==> src/rtl/stopwatch_counter.sv <==
// stopwatch_counter: MM:SS BCD stopwatch with run/pause/adjust FSM and 7-segment decode
module stopwatch_counter #(
    parameter logic [6:0] SEG_OFF = 7'b1111111
) (
    input  logic       clk,
    input  logic       rst,
    input  logic       tick_1hz,
    input  logic       tick_2hz,
    input  logic       pause_pulse,
    input  logic       adj,
    input  logic       sel,
    output logic [6:0] minutes_tens_cathode,
    output logic [6:0] minutes_ones_cathode,
    output logic [6:0] seconds_tens_cathode,
    output logic [6:0] seconds_ones_cathode,
    output logic [3:0] min_tens,
    output logic [3:0] min_ones,
    output logic [3:0] sec_tens,
    output logic [3:0] sec_ones,
    output logic       running
);
    typedef enum logic [1:0] {RUN, PAUSE, ADJUST} state_t;
    state_t state, state_next;
    logic count, adj_sec, adj_min, sec_wrap;
    logic [3:0] so_inc, st_inc, mo_inc, mt_inc;

    function automatic logic [6:0] seg(input logic [3:0] d);
        case (d)
            4'd0: seg = 7'h40;
            4'd1: seg = 7'h79;
            4'd2: seg = 7'h24;
            4'd3: seg = 7'h30;
            4'd4: seg = 7'h19;
            4'd5: seg = 7'h12;
            4'd6: seg = 7'h02;
            4'd7: seg = 7'h78;
            4'd8: seg = 7'h00;
            4'd9: seg = 7'h10;
            default: seg = SEG_OFF;
        endcase
    endfunction

    always_comb begin
        state_next = state;
        case (state)
            RUN:    state_next = adj ? ADJUST : pause_pulse ? PAUSE : RUN;
            PAUSE:  state_next = adj ? ADJUST : pause_pulse ? RUN : PAUSE;
            ADJUST: state_next = adj ? ADJUST : PAUSE;
            default: state_next = RUN;
        endcase
    end

    // Adjust increments wrap within their own field; only a running count carries into minutes
    assign count    = state == RUN && !adj && tick_1hz;
    assign adj_sec  = state == ADJUST && tick_2hz && sel;
    assign adj_min  = state == ADJUST && tick_2hz && !sel;
    assign sec_wrap = sec_tens == 4'd5 && sec_ones == 4'd9;
    assign so_inc   = sec_ones == 4'd9 ? 4'd0 : sec_ones + 4'd1;
    assign st_inc   = sec_ones != 4'd9 ? sec_tens : sec_tens == 4'd5 ? 4'd0 : sec_tens + 4'd1;
    assign mo_inc   = min_ones == 4'd9 ? 4'd0 : min_ones + 4'd1;
    assign mt_inc   = min_ones != 4'd9 ? min_tens : min_tens == 4'd9 ? 4'd0 : min_tens + 4'd1;

    always_ff @(posedge clk) begin
        if (rst) begin
            state    <= RUN;
            min_tens <= 4'd0;
            min_ones <= 4'd0;
            sec_tens <= 4'd0;
            sec_ones <= 4'd0;
        end else begin
            state <= state_next;
            if (count || adj_sec) begin
                sec_tens <= st_inc;
                sec_ones <= so_inc;
            end
            if ((count && sec_wrap) || adj_min) begin
                min_tens <= mt_inc;
                min_ones <= mo_inc;
            end
        end
    end

    assign running              = state == RUN;
    assign minutes_tens_cathode = seg(min_tens);
    assign minutes_ones_cathode = seg(min_ones);
    assign seconds_tens_cathode = seg(sec_tens);
    assign seconds_ones_cathode = seg(sec_ones);
endmodule

==> config.mk <==
export PLATFORM = sky130hd
export DESIGN_NAME = stopwatch_counter
export DESIGN_NICKNAME = d
export VERILOG_FILES = /design/src/rtl/stopwatch_counter.sv
export SDC_FILE = /design/constraint.sdc
export NUM_CORES = 1
export LEC_CHECK = 0
export CAP_MARGIN = 20
export CORE_MARGIN = 2
export CORE_UTILIZATION = 57
export CTS_BUF_LIST = sky130_fd_sc_hd__clkbuf_2 sky130_fd_sc_hd__clkbuf_4 sky130_fd_sc_hd__clkbuf_8
export DETAILED_ROUTE_END_ITERATION = 12
export HOLD_SLACK_MARGIN = 0.03
export PLACE_DENSITY = 0.85
export REMOVE_ABC_BUFFERS = 1
export SYNTH_ARGS = -nofsm -noshare
export SYNTH_HDL_FRONTEND = slang
export SYNTH_SLANG_ARGS = --single-unit
export TNS_END_PERCENT = 1
==> constraint.sdc <==
create_clock -name clk -period 6.9 [get_ports clk]
set_input_delay 1.38 -clock clk [delete_from_list [all_inputs] [get_ports clk]]
set_output_delay 1.38 -clock clk [all_outputs]
set_load 0.01 [all_outputs]
==> impl_metrics.py <==
metrics = {
    "sta": {
        "fin_crit_sh": 0.552,
        "fin_crit_ns": 3.81,
        "hold_viol": 0,
        "rsz0062_at_grt": "no",
        "final.setup.tns_ns": 0,
        "timing.fmax_mhz": 263,
        "worstMarginPinSlew_ns": 0.789,
        "drv_slew": 0,
        "clock-skew-final_ns": 0.00446,
        "layout_setup_ws_ns": 3.09,
        "slew_headroom": 0.472,
        "setup_viol": 0,
    },
    "global_route": {
        "grt.overflow.total": 0,
        "met1_usage": 0.269,
        "antenna_found_initial": 0,
        "track_usage": 0.217,
        "grt_pass1_wl_mm": 8.84,
        "use_met3": 0.0464,
        "grt_start_max_net_pins": 23,
        "use_met2": 0.377,
        "grt_pass1_vias": 1978,
        "grt.busiest_layer": "met2",
    },
    "worst_setup_path": {
        "max_stage_delay_ns": 0.64,
        "crit_slowest_cell": "a21oi_1",
        "reg2regPathDepth": 9,
        "critPathArrivalTime_ns": 4.01,
        "rrSetupSlack_ns": 3.95,
        "worst_ep_required_time_ns": 7.10,
        "crit_chain": "clkdlybuf4s50_1 > and4bb_1 > a31o_2 > a21oi_1 > nand2_1 > ha_1 > a21oi_1 > o21a_1",
        "r2r_end": "minutes_ones_cathode[1]",
        "critPathKind": "in -> reg",
        "r2r-start": "sec_tens[1]",
        "start_kind": "input port",
        "end_kind": "register",
        "critPathMaxFanout": 11,
        "path_common_cell": "a21oi_1",
    },
    "synth": {
        "synth_cell_types": 62,
        "synth.most_common_cell": "dfxtp_1",
        "netlist.area_leader.share": 0.357,
        "synthCells": 281,
        "synth.area.top_cells": "dfxtp_1 (36%), ha_1 (14%), mux2i_1 (3.5%), inv_1 (3.3%), nor2_1 (3.2%)",
        "yosysSeqAreaShare": 0.357,
        "synth_largest_area_cell": "dfxtp_1",
        "synth_ff_type": "dfxtp_1",
        "async_flop_share": 0,
        "netlist_area_mm2": 0.00258,
        "ys_top_cells_by_count": "dfxtp_1 (46), ha_1 (28), inv_1 (23)",
        "yosysWarnings": 0,
        "synth_edf_count": 0,
        "synth.avg_cell_area_um2": 9.19,
        "synth-seq-cells": 46,
    },
    "clocking": {
        "clkTransAtPathRegs_ns": 0.08,
        "cts_root_buf": "clkbuf_8",
        "clock_latency_ns": 0.30,
        "clock_path_buffers": 2,
        "cts_tree": "yes",
        "cts_hold_buf": 0,
        "cts.sinks": 46,
        "postCtsResizedCells": 0,
        "numCtsBuffers": 5,
        "h-tree-depth": 2,
        "post-cts-setup-buffer-count": 0,
    },
    "layout": {
        "fillers": 336,
        "drive_gt1_frac": 0.0939,
        "fin_nets": 366,
        "area.sequential_um2": 921,
        "multi_input_area_mm2": 0.00153,
        "diodes": 0,
        "final_util": 0.734,
        "fin_area_mm2": 0.00320,
        "syn_to_final_growth_pct": 23.8,
    },
    "detailed_routing": {
        "drtIter0Drc": 120,
        "vias": 2167,
        "wirelength_mm": 5.24,
        "vias_per_cell": 5.67,
        "ant_nets": 0,
        "post_drt_wl_per_cell_um": 13.7,
        "drc": 0,
        "drtPass1Iterations": 4,
    },
    "floorplan": {
        "die-area_mm2": 0.00509,
        "die_h_um": 71.3,
        "rows": 24,
        "core_mm2": 0.00435,
        "pin_count": 52,
        "die_x_um": 71.3,
        "initial_core_util": 0.593,
    },
    "placement": {
        "dp_slack_ns": 2.83,
        "hpwl_mm": 3.94,
        "post_dp_cell_area_mm2": 0.00312,
        "io_buffer_count": 51,
        "place_congestion": 0.946,
    },
    "pwr": {
        "powerDensity_mw_per_mm2": 151,
        "vdd_ir_drop_max_v": 0.0000827,
        "p_leak_nw": 1.37,
    },
    "outcome": {
        "status": "finished, final reports clean",
    },
    "hold_path": {
        "hp-start": "sec_tens[1]",
        "worstHoldPathCells": 2,
        "holdPathEnd": "sec_tens[1]",
        "hp-class": "reg -> reg",
    },
    "run": {
        "maxCapViolCount": 0,
    },
}
## cell type report
type,instances,share of cell area
inverter,25,0.0293
multi-input combinational,202,0.477
tap,52,0.0203
clock buffer,6,0.0258
sequential,46,0.288
timing repair buffer,51,0.160
## worst max-delay path: cells and delay by family
family                     cells  cell delay (ns)
AOI/OAI and AO/OA              4             1.16
and+or+nand+nor                2             0.57
buffers and inverters          1             0.50
adders and majority gates      1             0.40
## how the worst max path moves through the flow
| stage | from | to | slack, ns | cells past startpoint |
|---|---|---|---|---|
| after floorplan | sel | minutes_ones_cathode[1] | 3.63 | 7 |
| after global placement | sel | minutes_ones_cathode[1] | 2.90 | 8 |
| after detailed placement | sel | minutes_ones_cathode[1] | 2.83 | 8 |
| after CTS | sel | minutes_ones_cathode[6] | 3.11 | 9 |
| after global routing | sel | minutes_ones_cathode[6] | 2.87 | 9 |
| final | sel | minutes_ones_cathode[1] | 3.09 | 8 |
## state kept, by name (all words and copies together), names as in the netlist
signal	cells
state	2
seconds_tens_cathode	7
seconds_ones_cathode	7
min_tens	4
sec_ones	4
minutes_ones_cathode	7
min_ones	4
sec_tens	4
minutes_tens_cathode	7
## layout by cell type, fill, tap and decap left out, drive strengths merged, types with 4 or more instances in the layout
master         instances
clkdlybuf4s50         51
dfxtp                 46
ha                    28
inv                   25
nor2                  23
a21oi                 19
nand2                 16
o21ai                 13
mux2i                  9
nor3                   9
nand3                  8
a31oi                  8
clkbuf                 6
a21o                   5
o22ai                  5
xor2                   4
o211ai                 4
xnor2                  4
## metal layers
metal,vias to the layer above,wire [um]
met2,50,2630
li1,1094,-
met4,0,68
met1,1017,2340
met3,6,202
met5,-,0
## per-stage QoR
step	instances	total power (W)	hold WS, ns
final	382	0.000484	0.576
after detailed placement	376	0.000329	0.559
after floorplan	273	0.000306	0.541
after global placement	376	0.000328	0.555
after CTS	382	0.000487	0.574
after global routing	382	0.000504	0.613
## power breakdown
part / switching [W] / internal [W]
registers: 0.00000456 / 0.000271
logic: 0.0000240 / 0.0000236
clock network: 0.0000831 / 0.0000772
total: 0.000112 / 0.000372
## cells by family after synthesis
logic type               count (synthesis)  synth area share
AND/OR/NAND/NOR                         82             0.175
AO/OA/AOI/OAI                           74             0.204
flip-flops                              46             0.357
buffers and inverters                   33            0.0528
adder cells (fa/ha/maj)                 28             0.136
multiplexers                            10            0.0392
XOR/XNOR                                 8            0.0359
Power figures use the tool's default switching activity.
